## config.mk

```make
export PLATFORM = sky130hd
export DESIGN_NAME = mem_access_unit
export DESIGN_NICKNAME = d
export VERILOG_FILES = /design/src/rtl/mem_access_unit_pkg.sv /design/src/rtl/mem_access_unit_bus_timer.sv /design/src/rtl/mem_access_unit.sv
export SDC_FILE = /design/constraint.sdc
export NUM_CORES = 1
export LEC_CHECK = 0
export BUFFER_PORTS_ARGS = -buffer_cell sky130_fd_sc_hd__buf_2
export CAP_MARGIN = 20
export CORE_MARGIN = 10
export CORE_UTILIZATION = 50
export CTS_CLUSTER_DIAMETER = 50
export CTS_CLUSTER_SIZE = 12
export DETAILED_ROUTE_END_ITERATION = 8
export HOLD_SLACK_MARGIN = 0.15
export PLACE_DENSITY_LB_ADDON = 0.3
export SYNTH_ARGS = -nofsm -noshare
export SYNTH_HDL_FRONTEND = slang
export SYNTH_HIERARCHICAL = 1
export SYNTH_SLANG_ARGS = --single-unit
```

## constraint.sdc

```tcl
create_clock -name clk -period 5.05 [get_ports clk]
set_clock_uncertainty 0.1 [all_clocks]
set_input_delay 1.515 -clock clk [delete_from_list [all_inputs] [get_ports clk]]
set_output_delay 1.515 -clock clk [all_outputs]
set_load 0.05 [all_outputs]
```

## src/rtl/mem_access_unit_pkg.sv

```systemverilog
// rtl/mem_access_unit_pkg.sv - shared state encoding, timer width and alignment helper
package mem_access_unit_pkg;

  typedef enum logic [1:0] {
    S_IDLE = 2'd0,
    S_BUSY = 2'd1,
    S_DONE = 2'd2
  } mau_state_e;

  localparam int TIMER_W = 16;

  function automatic logic word_aligned(input logic [1:0] lsb);
    return lsb == 2'b00;
  endfunction

endpackage

```

## src/rtl/mem_access_unit_bus_timer.sv

```systemverilog
// rtl/mem_access_unit_bus_timer.sv - bounded wait-state counter with timeout pulse
module mem_access_unit_bus_timer
  import mem_access_unit_pkg::*;
#(
  parameter int TIMEOUT = 16
) (
  input  logic clk,
  input  logic nrst,
  input  logic clr,
  input  logic en,
  output logic timeout
);

  logic [TIMER_W-1:0] count_q;

  always_ff @(posedge clk or negedge nrst) begin
    if (!nrst) begin
      count_q <= '0;
    end else if (clr) begin
      count_q <= '0;
    end else if (en) begin
      count_q <= count_q + 1'b1;
    end
  end

  // Fires during the TIMEOUT-th enabled cycle; TIMEOUT==0 disables it entirely.
  assign timeout = (TIMEOUT != 0) && en && (count_q == TIMER_W'(TIMEOUT - 1));

endmodule

```

## src/rtl/mem_access_unit.sv

```systemverilog
// rtl/mem_access_unit.sv - handshaked memory stage feeding IR/MDR and stalling the control FSM
module mem_access_unit
  import mem_access_unit_pkg::*;
#(
  parameter int ADDR_W  = 32,
  parameter int DATA_W  = 32,
  parameter int TIMEOUT = 16
) (
  input  logic              clk,
  input  logic              nrst,
  input  logic              MemRead,
  input  logic              MemWrite,
  input  logic              IorD,
  input  logic              IR,
  input  logic              MDR,
  input  logic [ADDR_W-1:0] pc,
  input  logic [ADDR_W-1:0] alu_out,
  input  logic [DATA_W-1:0] wdata,
  output logic [ADDR_W-1:0] bus_addr,
  output logic              bus_rd,
  output logic              bus_wr,
  output logic [DATA_W-1:0] bus_wdata,
  input  logic [DATA_W-1:0] bus_rdata,
  input  logic              bus_ready,
  output logic [DATA_W-1:0] ir_q,
  output logic [DATA_W-1:0] mdr_q,
  output logic [5:0]        op,
  output logic [5:0]        func,
  output logic              mem_stall,
  output logic              mem_err
);

  mau_state_e        state_q;
  logic              bus_rd_q;
  logic              bus_wr_q;
  logic [ADDR_W-1:0] bus_addr_q;
  logic [DATA_W-1:0] bus_wdata_q;
  logic [DATA_W-1:0] ir_data_q;
  logic [DATA_W-1:0] mdr_data_q;
  logic              ld_ir_q;
  logic              ld_mdr_q;
  logic              mem_err_q;
  logic              timeout;
  logic              req;
  logic [ADDR_W-1:0] req_addr;

  assign req      = MemRead | MemWrite;
  assign req_addr = IorD ? alu_out : pc;

  mem_access_unit_bus_timer #(
    .TIMEOUT(TIMEOUT)
  ) u_bus_timer (
    .clk    (clk),
    .nrst   (nrst),
    .clr    (state_q != S_BUSY),
    .en     (state_q == S_BUSY),
    .timeout(timeout)
  );

  always_ff @(posedge clk or negedge nrst) begin
    if (!nrst) begin
      state_q     <= S_IDLE;
      bus_rd_q    <= 1'b0;
      bus_wr_q    <= 1'b0;
      bus_addr_q  <= '0;
      bus_wdata_q <= '0;
      ir_data_q   <= '0;
      mdr_data_q  <= '0;
      ld_ir_q     <= 1'b0;
      ld_mdr_q    <= 1'b0;
      mem_err_q   <= 1'b0;
    end else begin
      case (state_q)
        S_IDLE: begin
          if (req) begin
            if ((MemRead & MemWrite) || !word_aligned(req_addr[1:0])) begin
              mem_err_q <= 1'b1;
              state_q   <= S_DONE;
            end else begin
              bus_rd_q    <= MemRead;
              bus_wr_q    <= MemWrite;
              bus_addr_q  <= req_addr;
              bus_wdata_q <= wdata;
              ld_ir_q     <= IR & MemRead;
              ld_mdr_q    <= MDR & MemRead;
              state_q     <= S_BUSY;
            end
          end
        end
        S_BUSY: begin
          if (bus_ready) begin
            if (bus_rd_q && ld_ir_q)  ir_data_q  <= bus_rdata;
            if (bus_rd_q && ld_mdr_q) mdr_data_q <= bus_rdata;
            bus_rd_q <= 1'b0;
            bus_wr_q <= 1'b0;
            state_q  <= S_DONE;
          end else if (timeout) begin
            bus_rd_q  <= 1'b0;
            bus_wr_q  <= 1'b0;
            mem_err_q <= 1'b1;
            state_q   <= S_DONE;
          end
        end
        S_DONE:  state_q <= S_IDLE;
        default: state_q <= S_IDLE;
      endcase
    end
  end

  assign bus_rd    = bus_rd_q;
  assign bus_wr    = bus_wr_q;
  assign bus_addr  = bus_addr_q;
  assign bus_wdata = bus_wdata_q;
  assign ir_q      = ir_data_q;
  assign mdr_q     = mdr_data_q;
  assign mem_err   = mem_err_q;
  assign op        = ir_data_q[31:26];
  assign func      = ir_data_q[5:0];

  assign mem_stall = ((state_q == S_IDLE) & req) |
                     ((state_q == S_BUSY) & ~bus_ready & ~timeout);

endmodule

```

======== After elaboration in Yosys (flattened, before gate mapping) ========
Index checks and enable logic that the tools add are counted.
storage, ports and cells
  output and inout bits ................... 144
  logic and storage cells ................. 68
  register bits ........................... 151
  bits of input ports ..................... 136
operators by class
  $add $sub $neg .......................... 1
  muxes and demuxes ....................... 21
  bitwise operators ....................... 11
  reduce and logical (&&, ||, !) cells .... 15
  equality and inequality tests ........... 9
operators with widths
  kind                                                   count
  two-way mux 16 bit                                     2
  two-way mux 32 bit                                     1
  adder 16 x 1 -> 16 bit, second input constant          1
  equality test 16 x 4 -> 1 bit, second input constant   1
  two-way mux 1 bit                                      10
  inequality test 2 bit, second input constant           5
  AND reduction 3 bit                                    3
  two-way mux 2 bit                                      4
  bitwise AND 1 bit                                      6
  one-hot mux 1 bit (2 select lines)                     3
  AND reduction 5 bit                                    1
  logical NOT 2 bit                                      2
  one-hot mux 2 bit (2 select lines)                     1
  AND reduction 4 bit                                    1
  nonzero test 2 bit                                     2
  logical AND 1 bit                                      3
  inequality test 3 bit, second input constant           1
  NOT 1 bit                                              3
  equality test 2 x 1 -> 1 bit, second input constant    1
  inequality test 2 x 1 -> 1 bit, second input constant  1
  OR 1 bit                                               2
  AND reduction 2 bit                                    1
  logical NOT 1 bit                                      1
  logical OR 1 bit                                       1

======== Logic depth before layout (Yosys ltp) ========
Gate-level depths: netlist of the first run.
  depth in word-level cells ............... 7
  depth in mapped cells ................... 7
  gate-level depth less buffers ........... 6

======== Cells and area by module ========
Netlist of the first run, hierarchy kept.
by module, submodules not included
  module                     cells each  seq. area each (µm²)  area each (µm²)  times used
  mem_access_unit            399         3378.2                5617.9           1
  mem_access_unit_bus_timer  89          400.4                 854.6            1

======== Least setup slack after synthesis of the first run ========
Ideal clock, no wire load.
  path kind ............................... input to output
  from .................................... input MemWrite
  to ...................................... output mem_stall
  path slack .............................. 806 ps
  arrival time ............................ 2629 ps
  cell stages on the path ................. 3
  required time ........................... 3435 ps
  buffers on the path ..................... 0
  path through ............................ nor2_1 -> or2_2 -> a21oi_1
between the ends
  cells in the longest elaborated chain, start to end .. 3
RTL lines
  what               RTL line                source
  from (decl)        mem_access_unit.sv:12   input logic MemWrite,
  OR 1 bit           mem_access_unit.sv:47   assign req = MemRead | MemWrite;
  bitwise AND 1 bit  mem_access_unit.sv:120  assign mem_stall = ((state_q == S_IDLE) & req) |
  OR 1 bit           mem_access_unit.sv:120
  to (decl)          mem_access_unit.sv:29   output logic mem_stall,
Every way passes these cells.

======== Final worst setup path of the first run ========
Ends and elaborated chain as after synthesis.

==> results.json, run 1 <==
{
  "top_layer": "met4",
  "p_clk_share_pct": 21.5,
  "p_per_area_mw_per_mm2": 762.6,
  "clockRootBuffer": "clkbuf_16",
  "first_iter_violations": 242,
  "finalNetCount": 894,
  "via_per_inst": 5.103,
  "netlist_area_sq_mm": 0.006472,
  "synth_top_area_cell": "dfrtp_1",
  "gr-usage-all-layers_pct": 19.60,
  "cts_resized": 0,
  "synthTopCellsByArea": "dfrtp_1 (58%), mux2_2 (12%), mux2_4 (6.5%)",
  "clk_pin_slew_ns": 0.06,
  "cts_made_buffers": 17,
  "synthArstFlopShare_pct": 100.0,
  "place.detailed.hpwl_mm": 13.58,
  "fin_cells": 942,
  "timing.rr.end": "u_bus_timer/count_q[13]",
  "route.met3.wl_mm": 1.983,
  "outcome": "finished, final reports clean",
  "dr_total_vias": 4807,
  "path_cells": "buf_2, nor2_1, or2_2, a21oi_1, buf_2",
  "fp-row-count": 41,
  "hold_slack_ns": 0.3782,
  "grt_pass1_vias": 5227,
  "pwr-share-seq_pct": 29.9,
  "start_util_pct": 51.08,
  "syn_nets": 625,
  "clk_latency_ns": 0.42,
  "io_pins": 280,
  "irDropWorstVdd_v": 0.0003545,
  "die_h_microns": 133.8,
  "final_core_util_pct": 67.76,
  "path_buf_inv": 2,
  "slew_headroom_pct": 42.44,
  "worst_setup_path_end_kind": "output pin",
  "h-tree-depth": 4,
  "cp.required_ns": 3.44,
  "drc": 0,
  "ant_nets": 0,
  "critical_path_class": "in -> out",
  "area_delta_synth_final_pct": 32.65,
  "dp_cells": 910,
  "period_share_pct": 81.01,
  "drive_above_1_share_pct": 54.94,
  "path_delay_family": "buffers and inverters",
  "finalSetupTns_ns": 0,
  "hold_viol": 0,
  "synth_edf_count": 0,
  "r2r_slack_ns": 2.61,
  "setup_viol": 0,
  "cts_buffer_depth": 2,
  "hold-path-cell-count": 2,
  "tritoncts": "yes",
  "avgRoutedWirePerCell_microns": 18.75,
  "cp_slowest_stage_delay_ns": 0.29,
  "die_area_sq_mm": 0.01790,
  "finalWirelength_mm": 17.66,
  "tightest_slew_ns": 0.8634,
  "ys_ff_latch": 151,
  "syn_area_per_cell_sq_um": 13.26,
  "portBuffers": 279,
  "cts_setup_buffers": 0,
  "die_w_microns": 133.8,
  "reg2reg_depth": 6,
  "synth_cell_types": 46,
  "path_common_cell": "buf_2",
  "switching_power_mw": 3.143,
  "ys_seq_area_share_pct": 58.38,
  "cp_max_fo": 6,
  "critPathSlowestCell": "or2_2",
  "start_kind": "input pin",
  "fill_cells": 944,
  "combPwrFrac_pct": 48.6,
  "leakagePower_nw": 4.534,
  "gp_congestion": 0.8681,
  "min_from": "bus_addr[2]",
  "min_to": "bus_addr[2]",
  "rr_startpoint": "state_q[1]",
  "min_period_ns": 4.091,
  "rsz0062_at_grt": "no",
  "slew_viol_final": 0,
  "antenna_cells": 0,
  "arrival_ns": 2.48,
  "synthDominantCellAreaShare_pct": 58.38,
  "core_area_sq_mm": 0.01267,
  "timing.max_cap.violations": 0,
  "grt_pass1_wl_mm": 27.75,
  "p_sw_share_pct": 48.00,
  "internal_power_mw": 3.404,
  "antenna_found_initial": 0,
  "dpl_worst_slack_ns": 0.9618,
  "layout_setup_ws_ns": 0.9588,
  "max_freq_mhz": 244.4,
  "overflow": 0,
  "wl_met1_mm": 6.582,
  "synthFlopType": "dfrtp_1",
  "timing.hold.worst.class": "reg -> reg",
  "wl_met2_mm": 8.754,
  "hold_buffers": 0,
  "grt_max_degree": 98,
  "cts.sinks": 151,
  "drtPass1Iterations": 4,
  "netlist_instances": 488,
  "ys_warn_count": 6
}
## power groups by stage
stage | Clock (mW) | Sequential (mW) | Combinational (mW)
2_1_floorplan | 0 | 3.63 | 0.771
3_3_place_gp | 0 | 1.94 | 3.18
3_5_place_dp | 0 | 1.97 | 3.21
4_1_cts | 1.44 | 1.96 | 3.22
5_1_grt | 1.50 | 2.01 | 3.32
6_report | 1.41 | 1.96 | 3.18
## through the flow
step | power (mW) | cell area (sq um)
floorplan | 4.400 | 6472
global placement | 5.119 | 7925
detailed placement | 5.185 | 7925
CTS | 6.618 | 8586
global route | 6.834 | 8586
finish | 6.547 | 8586
## worst max-delay path by stage
stage,start,endpoint,slack (ns),depth (start not counted)
3_3_place_gp,MemWrite,mem_stall,0.99,5
2_1_floorplan,MemWrite,mem_stall,0.81,3
5_1_grt,MemWrite,mem_stall,0.91,5
4_1_cts,MemWrite,mem_stall,0.96,5
3_5_place_dp,MemWrite,mem_stall,0.96,5
6_report,MemWrite,mem_stall,0.96,5
## worst min-delay path, cell delays in order, from the launching register on
cell and delay [ns]:
dfrtp_1 0.34, nand2_1 0.04, o21ai_0 0.06
## cells in the mapped netlist, drive strengths merged, types with 2 or more instances
| cell | number |
|---|---|
| dfrtp | 151 |
| mux2 | 96 |
| nand2 | 38 |
| o21ai | 35 |
| mux2i | 31 |
| buf | 30 |
| nor2 | 20 |
| inv | 9 |
| nand4 | 8 |
| nor3 | 8 |
| xnor2 | 8 |
| a21oi | 6 |
| clkbuf | 6 |
| nand3 | 5 |
| nor4 | 5 |
| xor2 | 4 |
| a31o | 3 |
| or2 | 3 |
| a211oi | 2 |
| a32oi | 2 |
| and2 | 2 |
| nand3b | 2 |
| nor3b | 2 |
| o211ai | 2 |
## cell families (layout without fill, tap and decap cells)
group / after synthesis / in the layout / synth area share (%)
buffers and inverters: 45 / 327 / 4.021
xor gates and xnor gates: 12 / 12 / 1.624
DFF: 151 / 151 / 58.38
adders and majority gates: 2 / 2 / 0.3479
muxes: 127 / 127 / 23.12
and+or+nand+nor: 97 / 97 / 7.617
AOI/OAI and AO/OA: 54 / 54 / 4.891
## cell type report
class                   instances  area [sq um]  area share, %
clock inverters                12         224.0          2.609
repair buffers                286          1455          16.95
inverters                       9         33.78         0.3935
well taps                     172         215.2          2.507
clock buffers                  20         436.7          5.086
flip-flops and latches        151          3779          44.01
multi-input cells             292          2442          28.45
## placed cells by master, fill, tap and decap left out, types with 2 or more instances in the layout
master / netlist / layout
nor3_2: 2 / 2
buf_2: 13 / 278
bufinv_16: 0 / 6
nor3_1: 6 / 6
and2_1: 2 / 2
clkinv_2: 0 / 2
nand4_1: 7 / 7
xnor2_1: 8 / 8
a21oi_1: 6 / 6
a31o_2: 2 / 2
nor2_1: 20 / 20
nand3b_1: 2 / 2
mux2_2: 68 / 68
inv_1: 9 / 9
xor2_1: 4 / 4
o21ai_0: 34 / 34
nor4_1: 2 / 2
a211oi_1: 2 / 2
clkinv_4: 0 / 2
mux2_4: 28 / 28
or2_2: 2 / 2
nand2_1: 38 / 38
nand3_1: 5 / 5
a32oi_1: 2 / 2
clkbuf_16: 0 / 17
dfrtp_1: 151 / 151
mux2i_1: 31 / 31
clkbuf_1: 6 / 3
buf_4: 12 / 7
nor4_2: 3 / 3
## metal layers
metal	up-vias	track usage, %
met5	-	0
met4	0	7.013
met3	22	9.447
met2	237	32.87
met1	2298	21.13
li1	2250	-
## state kept, by name (all words and copies together), names as in the netlist
register             count
bus_addr                32
bus_rd                   1
bus_wdata               32
bus_wr                   1
ir_q                    32
ld_ir_q                  1
ld_mdr_q                 1
mdr_q                   32
mem_err                  1
state_q                  2
u_bus_timer/count_q     16
(Power assumes the default switching activity.)
==> run 2: changes to the inputs <==
--- a/config.mk
+++ b/config.mk
@@ -5,10 +5,11 @@
 export SDC_FILE = /design/constraint.sdc
 export NUM_CORES = 1
 export LEC_CHECK = 0
+export ABC_AREA = 1
 export BUFFER_PORTS_ARGS = -buffer_cell sky130_fd_sc_hd__buf_2
 export CAP_MARGIN = 20
 export CORE_MARGIN = 10
-export CORE_UTILIZATION = 50
+export CORE_UTILIZATION = 44
 export CTS_CLUSTER_DIAMETER = 50
 export CTS_CLUSTER_SIZE = 12
 export DETAILED_ROUTE_END_ITERATION = 8
==> constraint.sdc (replaced) <==
create_clock -name clk -period 3.61 [get_ports clk]
set_clock_uncertainty 0.1 [all_clocks]
set_input_delay 1.083 -clock clk [delete_from_list [all_inputs] [get_ports clk]]
set_output_delay 1.083 -clock clk [all_outputs]
set_load 0.05 [all_outputs]
==> results.json, run 2 <==
{
  "leakagePower_nw": 5.292,
  "clockRootBuffer": "clkbuf_16",
  "cts_made_buffers": 17,
  "gp_congestion": 0.8223,
  "final_common_cell": "nand2_1",
  "start_kind": "register",
  "p_clk_share_pct": 21.4,
  "synth_edf_count": 0,
  "finalNetCount": 1248,
  "synthArstFlopShare_pct": 100.0,
  "die_w_microns": 146.1,
  "synthFlopType": "dfrtp_1",
  "synth_common_cells": "nand2_1 (400), dfrtp_1 (151), o21ai_0 (70), nand4_1 (67), nor2_1 (28)",
  "drive_above_1_share_pct": 31.32,
  "antenna_found_initial": 1,
  "ant_nets": 0,
  "area_delta_synth_final_pct": 29.66,
  "min_period_ns": 3.403,
  "max_freq_mhz": 293.8,
  "dr_total_vias": 6590,
  "drtPass1Iterations": 5,
  "via_per_inst": 4.918,
  "combPwrFrac_pct": 47.7,
  "arrival_ns": 2.22,
  "die_h_microns": 146.1,
  "worst_setup_path_end_kind": "output pin",
  "ys_ff_latch": 151,
  "io_pins": 280,
  "syn_nets": 1002,
  "cp_slowest_stage_delay_ns": 0.40,
  "start_util_pct": 44.51,
  "synth_top_area_cell": "dfrtp_1",
  "path_cells": "inv_1, nand2_1, clkinvlp_4, inv_1, nor3_1, nand3_1, nor2_1, inv_1, nand2_1, nor2_1, inv_1, nand2_1, buf_2",
  "slew_headroom_pct": 52.94,
  "switching_power_mw": 4.316,
  "pwr-share-seq_pct": 30.8,
  "internal_power_mw": 4.104,
  "avgRoutedWirePerCell_microns": 16.12,
  "drc": 0,
  "netlist_instances": 865,
  "cts_buffer_depth": 2,
  "gr-usage-all-layers_pct": 20.02,
  "overflow": 0,
  "hold_buffers": 0,
  "critPathSlowestCell": "dfrtp_1",
  "path_common_cell": "inv_1",
  "finalSetupTns_ns": 0,
  "critical_path_class": "reg -> out",
  "portBuffers": 279,
  "synthTopCellsByArea": "dfrtp_1 (54%), nand2_1 (21%), nand4_1 (6.0%)",
  "final_cell_mix": "nand2_1 (399), buf_2 (278), dfrtp_1 (151)",
  "yosysMostFrequentCell": "nand2_1",
  "p_sw_share_pct": 51.26,
  "placed_area_sq_mm": 0.008446,
  "syn_area_per_cell_sq_um": 8.086,
  "synth_cell_types": 29,
  "tightest_slew_ns": 0.7058,
  "power_mw": 8.420,
  "finalWirelength_mm": 21.60,
  "design_area_sq_mm": 0.009069,
  "cp_max_fo": 6,
  "hold_slack_ns": 0.3556,
  "clk_pin_slew_ns": 0.06,
  "grt_pass1_wl_mm": 35.29,
  "timing.max_cap.violations": 0,
  "h-tree-depth": 4,
  "cts.sinks": 151,
  "synthDominantCellAreaShare_pct": 54.03,
  "hold_viol": 0,
  "setup_viol": 0,
  "first_iter_violations": 457,
  "ys_warn_count": 6,
  "core_area_sq_mm": 0.01571,
  "cp.required_ns": 2.43,
  "antenna_cells": 0,
  "die_area_sq_mm": 0.02134,
  "outcome": "finished, final reports clean",
  "irDropWorstVdd_v": 0.0006110,
  "ys_seq_area_share_pct": 54.03,
  "netlist_area_sq_mm": 0.006994,
  "period_share_pct": 94.27,
  "timing.hold.worst.class": "reg -> reg",
  "grt_max_degree": 68,
  "fp-row-count": 46,
  "rsz0062_at_grt": "no",
  "slew_viol_final": 0,
  "p_per_area_mw_per_mm2": 928.5,
  "clk_latency_ns": 0.41,
  "grt_pass1_vias": 6754,
  "place.detailed.hpwl_mm": 15.57,
  "tritoncts": "yes"
}
[run 2: cell count changes in the layout (fill, tap and decap cells not counted), moves of 5 or more]
cell,previous run,this run
inv_1,9,26
nand4_1,7,67
nand2_1,38,399
o21ai_0,34,70
mux2_4,28,0
nand3_1,5,12
buf_4,7,12
nor2_2,0,7
nor2_1,20,27
xnor2_1,8,1
mux2i_1,31,0
nor2_4,0,6
mux2_2,68,0
[run 2: layer usage]
layer	wire length, microns	GRT usage [%]	vias up
met3	2149	7.880	34
met5	13	0	-
li1	-	-	3265
met4	458	7.007	2
met1	9203	25.35	3008
met2	9774	30.55	281
[run 2: area by class of cell]
class	count	area, sq um
clock buffer	18	439.2
sequential	151	3779
multi-input combinational	617	2746
tap	216	270.3
fill	1486	6644
inverter	30	116.4
clock inverter	14	165.2
timing repair buffer	294	1553
[run 2: cell families after synthesis]
family | after synthesis | synth area share [%]
AND/OR/NAND/NOR | 532 | 32.77
flip-flops | 151 | 54.02
buffers and inverters | 97 | 6.923
AO/OA/AOI/OAI | 83 | 5.975
XOR/XNOR | 1 | 0.1252
adder cells (fa/ha/maj) | 1 | 0.1789
[run 2: path summary, 6_finish.rpt]
check | from | to | slack [ns] | cells past startpoint
max | state_q[1] | mem_stall | 0.21 | 13
max in group asynchronous | nrst | bus_addr[9] | 2.22 | 2
min | mem_err | mem_err | 0.36 | 1
max reg2reg | state_q[1] | mdr_q[19] | 1.24 | 8
min reg2reg | mem_err | mem_err | 0.36 | 1
min in group asynchronous | nrst | mdr_q[1] | 0.52 | 1
[run 2: metrics by stage]
step	utilization [%]	worst slack, ns	instances
finish	57.72	0.2068	1340
global route	57.72	0.02051	1340
CTS	57.60	0.07123	1338
detailed placement	53.75	0.5384	1306
global placement	53.75	0.5899	1306
floorplan	-	0.3632	865
[run 2: power by group through the flow]
stage                     registers (mW)  clock network, mW  logic [mW]
after floorplan                     4.59                  0        1.03
after global placement              2.60                  0        4.01
after detailed placement            2.61                  0        4.06
after CTS                           2.60               1.84        4.06
after global routing                2.67               1.92        4.29
final                               2.59               1.81        4.02
[run 2: timing repair]
action,in CTS,in global routing
setup endpoints to repair,0,1
gates resized for setup,0,1
buffers inserted,0,2
[run 2: critical path, delay by kind of cell (launching register included)]
| kind | cells | cell delay [ns] |
|---|---|---|
| buffers and inverters | 6 | 0.77 |
| and+or+nand+nor | 7 | 0.63 |
| DFF | 1 | 0.40 |
